===== src/rtl/ma_job_sequencer.sv =====
// Job sequencer for a multiply-accumulate array: serially loads N multipliers and
// N multiplicands, strobes the array, waits for its result with timeout recovery.
module ma_job_sequencer #(
    parameter int DATA_WIDTH     = 32,
    parameter int KERNEL_SIZE    = 3,
    parameter int TIMEOUT_CYCLES = 1024
) (
    input  logic                                      Clk,
    input  logic                                      Rst,
    input  logic [DATA_WIDTH-1:0]                     s_data,
    input  logic                                      s_valid,
    output logic                                      s_ready,
    output logic [KERNEL_SIZE*KERNEL_SIZE*DATA_WIDTH-1:0] multiplier_input,
    output logic [KERNEL_SIZE*KERNEL_SIZE*DATA_WIDTH-1:0] multiplicand_input,
    output logic [KERNEL_SIZE*KERNEL_SIZE-1:0]        mStart,
    input  logic [DATA_WIDTH-1:0]                     finalAccumulate,
    input  logic                                      finalReady,
    output logic                                      ma_rst,
    output logic [DATA_WIDTH-1:0]                     m_result,
    output logic                                      m_valid,
    input  logic                                      m_ready,
    output logic                                      busy,
    output logic                                      timeout_err
);

    localparam int N  = KERNEL_SIZE * KERNEL_SIZE;
    localparam int KW = (N > 1) ? $clog2(N) : 1;
    localparam int TW = (TIMEOUT_CYCLES > 1) ? $clog2(TIMEOUT_CYCLES) : 1;
    localparam logic [KW-1:0] K_LAST = KW'(N - 1);
    localparam logic [TW-1:0] T_LAST = TW'(TIMEOUT_CYCLES - 1);

    typedef enum logic [2:0] {
        LOAD_A,
        LOAD_B,
        START,
        WAIT,
        RESULT,
        RECOVER
    } state_t;

    state_t        state, state_next;
    logic [KW-1:0] k, k_next;
    logic [TW-1:0] wait_cnt, wait_cnt_next;
    logic          rec_cnt, rec_cnt_next;
    logic          xfer;
    logic          wr_a, wr_b, capture, set_err;

    assign s_ready = (state == LOAD_A) || (state == LOAD_B);
    assign xfer    = s_valid && s_ready;
    assign mStart  = (state == START) ? '1 : '0;
    assign m_valid = (state == RESULT);
    assign ma_rst  = (state == RECOVER);
    assign busy    = !((state == LOAD_A) && (k == '0));

    always_comb begin
        state_next    = state;
        k_next        = k;
        wait_cnt_next = wait_cnt;
        rec_cnt_next  = rec_cnt;
        wr_a          = 1'b0;
        wr_b          = 1'b0;
        capture       = 1'b0;
        set_err       = 1'b0;
        case (state)
            LOAD_A: begin
                if (xfer) begin
                    wr_a = 1'b1;
                    if (k == K_LAST) begin
                        k_next     = '0;
                        state_next = LOAD_B;
                    end else begin
                        k_next = k + KW'(1);
                    end
                end
            end
            LOAD_B: begin
                if (xfer) begin
                    wr_b = 1'b1;
                    if (k == K_LAST) begin
                        k_next     = '0;
                        state_next = START;
                    end else begin
                        k_next = k + KW'(1);
                    end
                end
            end
            START: begin
                wait_cnt_next = '0;
                state_next    = WAIT;
            end
            WAIT: begin
                // A result on the terminal count still wins over the timeout.
                if (finalReady) begin
                    capture    = 1'b1;
                    state_next = RESULT;
                end else if (wait_cnt == T_LAST) begin
                    set_err      = 1'b1;
                    rec_cnt_next = 1'b0;
                    state_next   = RECOVER;
                end else begin
                    wait_cnt_next = wait_cnt + TW'(1);
                end
            end
            RESULT: begin
                if (m_ready) state_next = LOAD_A;
            end
            RECOVER: begin
                if (rec_cnt) state_next = LOAD_A;
                else rec_cnt_next = 1'b1;
            end
            default: state_next = LOAD_A;
        endcase
    end

    always_ff @(posedge Clk) begin
        if (Rst) begin
            state              <= LOAD_A;
            k                  <= '0;
            wait_cnt           <= '0;
            rec_cnt            <= 1'b0;
            multiplier_input   <= '0;
            multiplicand_input <= '0;
            m_result           <= '0;
            timeout_err        <= 1'b0;
        end else begin
            state    <= state_next;
            k        <= k_next;
            wait_cnt <= wait_cnt_next;
            rec_cnt  <= rec_cnt_next;
            for (int i = 0; i < N; i++) begin
                if (wr_a && (k == KW'(i))) multiplier_input[i*DATA_WIDTH +: DATA_WIDTH]   <= s_data;
                if (wr_b && (k == KW'(i))) multiplicand_input[i*DATA_WIDTH +: DATA_WIDTH] <= s_data;
            end
            if (capture) m_result <= finalAccumulate;
            if (set_err) timeout_err <= 1'b1;
        end
    end

endmodule

===== config.mk =====
export PLATFORM = sky130hd
export DESIGN_NAME = ma_job_sequencer
export DESIGN_NICKNAME = d
export VERILOG_FILES = /design/src/rtl/ma_job_sequencer.sv
export SDC_FILE = /design/constraint.sdc
export NUM_CORES = 1
export LEC_CHECK = 0
export BUFFER_PORTS_ARGS = -buffer_cell sky130_fd_sc_hd__buf_2
export CAP_MARGIN = 30
export CORE_AREA = 4 4 266 268
export DETAILED_ROUTE_END_ITERATION = 7
export DIE_AREA = 0 0 270 272
export PLACE_DENSITY = 0.68
export SYNTH_ARGS = -nofsm -noshare
export SYNTH_HDL_FRONTEND = slang
export SYNTH_SLANG_ARGS = --single-unit

===== constraint.sdc =====
create_clock -name Clk -period 2.7 [get_ports Clk]
set_clock_uncertainty 0.2 [all_clocks]
set_input_delay 0.54 -clock Clk [delete_from_list [all_inputs] [get_ports Clk]]
set_output_delay 0.54 -clock Clk [all_outputs]
set_load 0.03 [all_outputs]

==> results of run 1 <==
-- per-layer routing --
layer,global-route usage,share of wire
met5,0,0
met3,0.0632,0.096
met1,0.286,0.40
met4,0.0873,0.039
met2,0.373,0.46
-- state kept, by name, indices dropped and copies added, names as in the netlist --
signal	flops
k	4
multiplicand_input	288
multiplier_input	288
m_result	32
wait_cnt	10
state	3
timeout_err	1
rec_cnt	1
-- tightest hold or removal path: stages --
cell and delay (ps):
sky130_fd_sc_hd__buf_2 100, sky130_fd_sc_hd__nand2_1 100, sky130_fd_sc_hd__a21oi_1 70
-- stage by stage --
stage / power, mW / instances / instance area (um^2)
5_1_grt: 20.5 / 4252 / 30000
4_1_cts: 20.1 / 4249 / 29900
3_5_place_dp: 10.7 / 4100 / 27400
2_1_floorplan: 10.3 / 2736 / 24100
6_report: 20.0 / 4253 / 30000
3_3_place_gp: 10.7 / 4100 / 27400
-- layout by cell type (no fill, tap or decap), drive strengths merged, types with 6 or more instances in the layout --
master / synthesis / routed
a21oi: 490 / 490
and4: 7 / 7
and4b: 8 / 8
buf: 152 / 754
clkbuf: 117 / 95
clkinv: 0 / 13
dfxtp: 627 / 627
dlygate4sd3: 0 / 31
inv: 8 / 10
mux2i: 128 / 128
nand2: 973 / 973
nand3: 10 / 10
nand4: 11 / 11
nand4b: 7 / 7
nor2: 135 / 135
nor3: 6 / 6
-- cell type report --
type | count | area [um^2] | area share
Sequential cell | 627 | 12600 | 0.419
Multi-Input combinational cell | 1831 | 9480 | 0.316
Timing Repair Buffer | 786 | 4550 | 0.152
Clock buffer | 94 | 1970 | 0.0658
Tap cell | 882 | 1100 | 0.0368
Clock inverter | 24 | 285 | 0.00952
Inverter | 8 | 30.0 | 0.00100
Antenna cell | 1 | 2.50 | 0.0000835
-- where the power goes --
part	total [mW]	internal [mW]	switching [mW]
logic	1.19	0.268	0.922
clock network	9.40	5.51	3.89
registers	9.38	9.33	0.0427
-- timing repair --
action,in CTS,in global routing
gates resized for setup,3,1
pin swaps,0,1
hold endpoints to repair,31,0
buffers inserted,0,3
endpoints found under the setup margin,10,10
hold buffers,31,0
-- logic make-up after synthesis --
logic type / share of synthesized area
AO/OA/AOI/OAI: 0.130
flip-flops: 0.521
AND/OR/NAND/NOR: 0.206
XOR/XNOR: 0.00109
buffers and inverters: 0.0860
adder cells (fa/ha/maj): 0.00260
multiplexers: 0.0532
-- worst paths after layout --
check                                     startpoint                 endpoint  slack, ps  cells past startpoint
worst max register to register                  k[1]  multiplicand_input[168]        410                      6
worst min-delay path             finalAccumulate[14]             m_result[14]         60                      3
worst min register to register  multiplier_input[60]     multiplier_input[60]        250                      2
worst max-delay path                        state[1]                mStart[1]         70                      4
==> out/metrics.yaml, run 1 <==
clock_network:
  numCtsBuffers: 67
  cts-htree-levels: 3
  clkSinkCount: 627
  cts_max_path_buffers: 3
  tritoncts: "done"
  clkLatencyLatePin_ps: 590
  cts_root_buf: "sky130_fd_sc_hd__clkbuf_16"
  clkSlewWorstSetupHoldPaths_ps: 60
sta:
  timing_max_transition_violations_final: 0
  post-route-worst-setup-slack_ps: 73.5
  hold_slack_ps: 62.9
  timing_worst_slew_pin_value_ps: 878
  max_freq_mhz: 381
  fin_crit_ps: 2630
  final_sum_of_negative_setup_slack_ps: 0
  setup-violations-final: 0
  min_period_over_period: 0.973
  hold_viol_final: 0
  timing.slew.headroom: 0.415
synth:
  most_frequent_cells_after_synthesis: "sky130_fd_sc_hd__nand2_1 (953), sky130_fd_sc_hd__dfxtp_1 (627), sky130_fd_sc_hd__a21oi_1 (370)"
  synth-edff-count: 0
  synth.largest_area_cell: "sky130_fd_sc_hd__dfxtp_1"
  yosysWarnings: 0
  ys_ff_latch: 627
  main_area_contributors_after_synthesis: "sky130_fd_sc_hd__dfxtp_1 (52%), sky130_fd_sc_hd__nand2_1 (15%), sky130_fd_sc_hd__a21oi_1 (7.7%)"
  synthesis.area_um2: 24100
  synthCells: 2736
  synth-seq-area-share: 0.521
  synth_async_sr_flop_share: 0
  yosysTopAreaCellShare: 0.521
  ys_dominant_reg_cell: "sky130_fd_sc_hd__dfxtp_1"
  yosysMostFrequentCell: "sky130_fd_sc_hd__nand2_1"
  ys_types: 56
  postSynthAreaPerCell_um2: 8.80
  mappedNetlistNets: 2810
worst_setup_path:
  crit_buf_inv: 3
  startpoint_type: "flop"
  end_kind: "primary output"
  timing.setup.critical_path_class: "flop to primary output"
  critical-path-top-delay-family: "buffers and inverters"
  worst_path_max_delay_cell: "sky130_fd_sc_hd__dfxtp_2"
  path_cells: "inv_1, nor3_4, clkbuf_2, buf_2"
  worstPathRequired_ps: 1960
  critical_path_peak_fanout: 11
  critPathMaxStageDelay_ps: 480
  worst-endpoint-arrival_ps: 1890
routing:
  wire_per_inst_um: 20.7
  detail_route.wirelength_um: 87900
  via_per_inst: 5.02
  ant_nets: 0
  drc: 0
  number_of_drc_markers_after_the_initial_detailed_route_iteration: 1909
  vias: 21400
  drt_pass1_iterations: 6
place:
  gpl.final_weighted_congestion: 0.819
  pre_cts_setup_slack_ps: 341
  portBuffers: 690
  dp_hpwl_um: 58200
finish:
  final_core_utilization: 0.439
  area_delta_synth_final_pct: 24.5
  nFillCells: 6648
  num-nets-final: 3395
  layout-drive-gt1-share: 0.309
floorplanning:
  initial_utilization: 0.352
  die_w_um: 270
  rows: 96
  floorplan.die_area_um2: 73400
  pin_count: 691
  core-area_um2: 68300
  height_of_the_die_um: 272
power:
  power.density_nw_per_um2: 666
  leak_nw: 13.4
  vdd_drop_max_v: 0.000606
flow_run:
  max_cap_violations: 0
global_routing:
  grt_start_max_net_pins: 83
  grt_pass1_wl_um: 130000
  antenna_violations_before_repair: 4
  first_global_vias: 20300
  globalRoute.totalOverflow: 0
  overall_global_routing_resource_usage: 0.228
worst_hold_path:
  hold_path_class: "primary input to flop"
run_status:
  status: "finished clean"
No activity file was read; power rests on OpenSTA's default activity.
==> run 2, diff against run 1 <==
--- a/config.mk
+++ b/config.mk
@@ -10,6 +10,7 @@
 export CORE_AREA = 4 4 266 268
 export DETAILED_ROUTE_END_ITERATION = 7
 export DIE_AREA = 0 0 270 272
+export MAX_ROUTING_LAYER = met4
 export PLACE_DENSITY = 0.68
 export SYNTH_ARGS = -nofsm -noshare
 export SYNTH_HDL_FRONTEND = slang
==> run 2 against run 1 <==
Register-to-register slack about the same. Critical path depth unchanged. Sequential share of layout area unchanged. Final area unchanged. First-iteration DRC count up 9.3%. Total power about the same. Core utilization unchanged. Worst hold slack better by 8.0 ps. Largest cell class unchanged. Largest power group unchanged.
==> out/metrics.yaml, run 2 (synthesized netlist as in run 1, its figures left out) <==
power:
  p_comb_frac: 0.060
  switching_share: 0.242
  sequentialPowerShare: 0.470
  power.internal_mw: 15.1
  leak_nw: 13.4
  power.switching_mw: 4.84
  power.density_nw_per_um2: 666
  vdd_drop_max_v: 0.000600
  power.share.clock: 0.470
clock_network:
  clkSlewWorstSetupHoldPaths_ps: 60
  clkSinkCount: 627
  cts_max_path_buffers: 3
  cts_root_buf: "sky130_fd_sc_hd__clkbuf_16"
  numCtsBuffers: 67
  clkLatencyLatePin_ps: 590
  cts-htree-levels: 3
  tritoncts: "done"
sta:
  fin_crit_ps: 2620
  timing_worst_slew_pin_value_ps: 855
  setup-violations-final: 0
  max_freq_mhz: 382
  timing_max_transition_violations_final: 0
  hold_viol_final: 0
  timing.slew.headroom: 0.430
  min_period_over_period: 0.971
finish:
  post_layout_nonfiller_instances: 4253
  commonest_non_fill_non_tap_cells_in_the_layout: "sky130_fd_sc_hd__nand2_1 (953), sky130_fd_sc_hd__buf_2 (689), sky130_fd_sc_hd__dfxtp_1 (626), sky130_fd_sc_hd__a21oi_1 (370), sky130_fd_sc_hd__nor2_1 (133)"
  num-nets-final: 3395
  most_frequent_standard_cell_in_the_layout_excluding_fill_and_tap_cells: "sky130_fd_sc_hd__nand2_1"
  layout.cell_area.non_filler_um2: 30000
  reg.largest.list: "multiplicand_input: 288 flops, multiplier_input: 288 flops, m_result: 32 flops"
  layout-drive-gt1-share: 0.309
  area_delta_synth_final_pct: 24.5
worst_setup_path:
  worst-endpoint-arrival_ps: 1880
  timing.setup.critical_path_class: "flop to primary output"
  startpoint_type: "flop"
  end_kind: "primary output"
  path_cells: "inv_1, nor3_4, clkbuf_2, buf_2"
  worst_r2r_endpoint: "multiplicand_input[177]"
  timing.reg2reg.setup_slack_ps: 400
  critical_path_peak_fanout: 11
  worst_path_max_delay_cell: "sky130_fd_sc_hd__dfxtp_2"
  r2r.worst_path.cells: 6
  critPathMaxStageDelay_ps: 480
  worstReg2RegStart: "k[1]"
  worstPathRequired_ps: 1960
floorplanning:
  rows: 96
  core-area_um2: 68300
  die_w_um: 270
  floorplan.die_area_um2: 73400
  initial_utilization: 0.352
  pin_count: 691
  height_of_the_die_um: 272
place:
  placed_cells_incl_taps: 4100
  dp_hpwl_um: 58200
  gpl.final_weighted_congestion: 0.831
  portBuffers: 690
  post_dp_cell_area_um2: 27400
global_routing:
  grt_start_max_net_pins: 83
  antenna_violations_before_repair: 5
  overall_global_routing_resource_usage: 0.234
  grt_pass1_wl_um: 129000
  first_global_vias: 20400
  globalRoute.totalOverflow: 0
worst_hold_path:
  hold_path_class: "primary input to flop"
  min_from: "finalAccumulate[14]"
  worst_hold_path.endpoint: "m_result[14]"
  holdPathStages: 3
routing:
  number_of_drc_markers_after_the_initial_detailed_route_iteration: 2087
  detail_route.wirelength_um: 87800
  drc: 0
  vias: 21300
  via_per_inst: 5.02
  ant_nets: 0
  wire_per_inst_um: 20.7
  drt_pass1_iterations: 5
flow_run:
  max_cap_violations: 0
run_status:
  status: "finished clean"
## run 2: cell counts in the layout (fill, tap and decap cells not counted)
Identical to the previous run, type by type.
## run 2: worst max path at each step
stage | startpoint | to | cells after the start
after global routing | state[1] | mStart[2] | 4
after global placement | s_valid | multiplicand_input[163] | 7
after detailed placement | s_valid | multiplicand_input[27] | 7
after floorplan | state[0] | mStart[1] | 4
after CTS | k[0] | busy | 5
final | state[1] | mStart[1] | 4
## run 2: stage by stage
| step | total power, mW | hold WS [ps] | setup TNS [ps] | setup slack (ps) | utilization |
|---|---|---|---|---|---|
| 2_1_floorplan | 10.3 | 252 | 0 | 226 | - |
| 3_3_place_gp | 10.7 | 239 | 0 | 377 | 0.400 |
| 3_5_place_dp | 10.7 | 243 | 0 | 341 | 0.400 |
| 4_1_cts | 20.1 | 1.59 | 0 | 42.2 | 0.438 |
| 5_1_grt | 20.5 | 43.4 | -45.4 | -11.7 | 0.438 |
| 6_report | 19.9 | 70.8 | 0 | 78.8 | 0.439 |
## run 2: critical path, delay by kind of cell (launching register included)
| family | cells | cell delay (ps) |
|---|---|---|
| buffers and inverters | 3 | 590 |
| flip-flops | 1 | 480 |
| AND/OR/NAND/NOR | 1 | 220 |
## run 2: routing by layer
metal | global-route usage | vias up | routed length [um]
met2 | 0.374 | 1035 | 40700
met4 | 0.0871 | 0 | 3440
li1 | - | 10000 | -
met5 | - | - | 0
met3 | 0.0580 | 190 | 8300
met1 | 0.289 | 10100 | 35400
## run 2: layout make-up
type | instances | area [um^2]
Multi-Input combinational cell | 1831 | 9480
Fill cell | 6648 | 38400
Inverter | 8 | 30.0
Antenna cell | 1 | 2.50
Tap cell | 882 | 1100
Sequential cell | 627 | 12600
Clock buffer | 94 | 1970
Timing Repair Buffer | 786 | 4550
Clock inverter | 24 | 285
## run 2: power by group through the flow
stage	registers [mW]	logic (mW)	clock network, mW
after floorplan	9.74	0.550	0
after global placement	9.58	1.14	0
after detailed placement	9.58	1.14	0
after CTS	9.38	1.18	9.54
after global routing	9.38	1.24	9.90
final	9.38	1.19	9.39
## run 2: what timing repair did
action / 4_1_cts / 5_1_grt
hold endpoints to repair: 31 / 0
gates resized for setup: 3 / 1
hold buffers: 31 / 0
buffers inserted: 0 / 3
pin swaps: 0 / 1
setup endpoints to repair: 10 / 10
==> run 3, diff against run 2 <==
==> config.mk (replaced) <==
export PLATFORM = sky130hd
export DESIGN_NAME = ma_job_sequencer
export DESIGN_NICKNAME = d
export VERILOG_FILES = /design/src/rtl/ma_job_sequencer.sv
export SDC_FILE = /design/constraint.sdc
export NUM_CORES = 1
export LEC_CHECK = 0
export ABC_AREA = 1
export BUFFER_PORTS_ARGS = -buffer_cell sky130_fd_sc_hd__buf_2
export CAP_MARGIN = 30
export CORE_AREA = 4 4 263 265
export DETAILED_ROUTE_END_ITERATION = 7
export DIE_AREA = 0 0 267 269
export GPL_ROUTABILITY_DRIVEN = 0
export MAX_ROUTING_LAYER = met4
export PLACE_DENSITY = 0.66
export SYNTH_ARGS = -nofsm -noshare
export SYNTH_HDL_FRONTEND = slang
export SYNTH_SLANG_ARGS = --single-unit
==> run 3 against run 2 <==
Combinational power rose to 3.5 times the previous value. Sequential share of layout area grew 1.4 points. Flip-flop and latch count unchanged. Clock power up 4.5%. Highest routed layer unchanged.
==> out/metrics.yaml, run 3 <==
global_routing:
  grt_start_max_net_pins: 94
  antenna_violations_before_repair: 7
  globalRoute.totalOverflow: 0
  overall_global_routing_resource_usage: 0.241
  first_global_vias: 19300
  grt_pass1_wl_um: 127000
synth:
  synth-seq-area-share: 0.565
  postSynthAreaPerCell_um2: 7.68
  yosysTopAreaCellShare: 0.565
  yosysMostFrequentCell: "sky130_fd_sc_hd__nor2_1"
  ys_types: 26
  main_area_contributors_after_synthesis: "sky130_fd_sc_hd__dfxtp_1 (56%), sky130_fd_sc_hd__nor2_1 (21%), sky130_fd_sc_hd__o21ai_0 (14%)"
  synth-edff-count: 0
  most_frequent_cells_after_synthesis: "sky130_fd_sc_hd__nor2_1 (1,251), sky130_fd_sc_hd__dfxtp_1 (627), sky130_fd_sc_hd__o21ai_0 (602)"
  yosysWarnings: 0
  ys_ff_latch: 627
  mappedNetlistNets: 2969
  synth.largest_area_cell: "sky130_fd_sc_hd__dfxtp_1"
  synthesis.area_um2: 22200
  synthCells: 2895
  ys_dominant_reg_cell: "sky130_fd_sc_hd__dfxtp_1"
  synth_async_sr_flop_share: 0
sta:
  fin_crit_ps: 2560
  setup-violations-final: 0
  min_period_over_period: 0.947
  max_freq_mhz: 391
  timing_max_transition_violations_final: 0
  timing.slew.headroom: 0.420
  timing_worst_slew_pin_value_ps: 869
  rsz0062_at_grt: "no"
  final_sum_of_negative_setup_slack_ps: 0
  hold_viol_final: 0
  hold_slack_ps: 55.6
power:
  vdd_drop_max_v: 0.000517
  total_power_mw: 24.2
  power.density_nw_per_um2: 835
  leak_nw: 13.2
clock_network:
  numCtsBuffers: 71
  clkLatencyLatePin_ps: 610
  cts_root_buf: "sky130_fd_sc_hd__clkbuf_16"
  cts-htree-levels: 3
  clkSinkCount: 627
  tritoncts: "done"
  postCtsSetupBuffers: 0
  cts_max_path_buffers: 3
  clkSlewWorstSetupHoldPaths_ps: 60
worst_setup_path:
  timing.setup.critical_path_class: "flop to primary output"
  timing.reg2reg.setup_slack_ps: 450
  startpoint_type: "flop"
  worstPathRequired_ps: 1960
  critical_path_peak_fanout: 10
  worst-endpoint-arrival_ps: 1820
  end_kind: "primary output"
routing:
  ant_nets: 0
  via_per_inst: 4.84
  number_of_drc_markers_after_the_initial_detailed_route_iteration: 1996
  drt_pass1_iterations: 5
  detail_route.wirelength_um: 89400
  drc: 0
  vias: 21500
  wire_per_inst_um: 20.1
finish:
  nFillCells: 6783
  area_delta_synth_final_pct: 30.4
  reg.largest.list: "multiplicand_input: 288 flops, multiplier_input: 288 flops, m_result: 32 flops"
  num-nets-final: 3585
  layout-drive-gt1-share: 0.248
  seq_area_um2: 12600
  layout.cell_area.non_filler_um2: 29000
  commonest_non_fill_non_tap_cells_in_the_layout: "sky130_fd_sc_hd__nor2_1 (1,251), sky130_fd_sc_hd__buf_2 (689), sky130_fd_sc_hd__dfxtp_1 (627), sky130_fd_sc_hd__o21ai_0 (602), sky130_fd_sc_hd__clkbuf_16 (71)"
  most_frequent_standard_cell_in_the_layout_excluding_fill_and_tap_cells: "sky130_fd_sc_hd__nor2_1"
  multiInputGateArea_um2: 8420
place:
  dp_hpwl_um: 59100
  portBuffers: 690
  post_dp_cell_area_um2: 26200
floorplanning:
  rows: 95
  height_of_the_die_um: 269
  die_w_um: 267
  initial_utilization: 0.333
  core-area_um2: 66800
  pin_count: 691
  floorplan.die_area_um2: 71800
worst_hold_path:
  hold_path_class: "primary input to flop"
flow_run:
  max_cap_violations: 0
run_status:
  status: "finished clean"
-- run 3: changes by cell type in the layout (fill, tap and decap cells not counted), sizes merged, moves of 8 or more --
| cell | change |
|---|---|
| a21oi | -475 |
| and4b | -8 |
| buf | -19 |
| clkbuf | +9 |
| inv | +52 |
| mux2i | -128 |
| nand2 | -908 |
| nand3 | +15 |
| nand4 | -9 |
| nor2 | +1121 |
| o21ai | +607 |
-- run 3: layer usage --
metal  part of all wire  global-route usage  up-vias  wire [um]
met5                  0                   -        -          0
met1               0.39               0.284     9918      35100
met4              0.041               0.103        0       3700
li1                   -                   -    10400          -
met3              0.074              0.0494      220       6610
met2               0.49               0.401      901      44000
-- run 3: area by class of cell --
class                   instances  share of cell area
diodes                          3            0.000259
clock buffers                 104              0.0714
clock inverters                24              0.0113
inverters                      56             0.00751
multi-input cells            1988               0.291
flip-flops and latches        627               0.433
well taps                     873              0.0377
repair buffers                767               0.148
-- run 3: critical path, cell delays in order, from the launching register on --
cell,delay (ps)
sky130_fd_sc_hd__dfxtp_1,390
sky130_fd_sc_hd__inv_2,140
sky130_fd_sc_hd__nand3_1,120
sky130_fd_sc_hd__inv_1,300
sky130_fd_sc_hd__buf_2,270
-- run 3: where the power goes --
| group | internal, mW | leakage (nW) | switching (mW) |
|---|---|---|---|
| Clock | 5.70 | 1.17 | 4.11 |
| Combinational | 1.07 | 7.00 | 3.15 |
| Sequential | 9.86 | 5.06 | 0.330 |
| Total | 16.6 | 13.2 | 7.58 |
-- run 3: through the flow --
step | setup WS, ps | cells | utilization
3_5_place_dp | 383 | 4279 | 0.393
2_1_floorplan | 818 | 2895 | -
4_1_cts | 2.69 | 4439 | 0.434
3_3_place_gp | 405 | 4279 | 0.393
5_1_grt | 5.97 | 4440 | 0.434
6_report | 144 | 4442 | 0.434
-- run 3: timing repair --
action,in CTS,in global routing
hold buffers,32,0
endpoints found under the setup margin,1,1
endpoints found under the hold margin,32,0
resized for setup,1,3
-- run 3: cell families after synthesis --
family,synth area share
simple gates,0.234
compound gates,0.142
flops,0.565
buf+inv,0.0566
fa+ha+maj,0.00281
-- run 3: path summary, 6_finish.rpt --
check	start	to	depth (start not counted)
max	state[0]	mStart[0]	4
min	Rst	wait_cnt[2]	2
max reg2reg	k[0]	multiplier_input[10]	9
min reg2reg	multiplicand_input[228]	multiplicand_input[228]	2
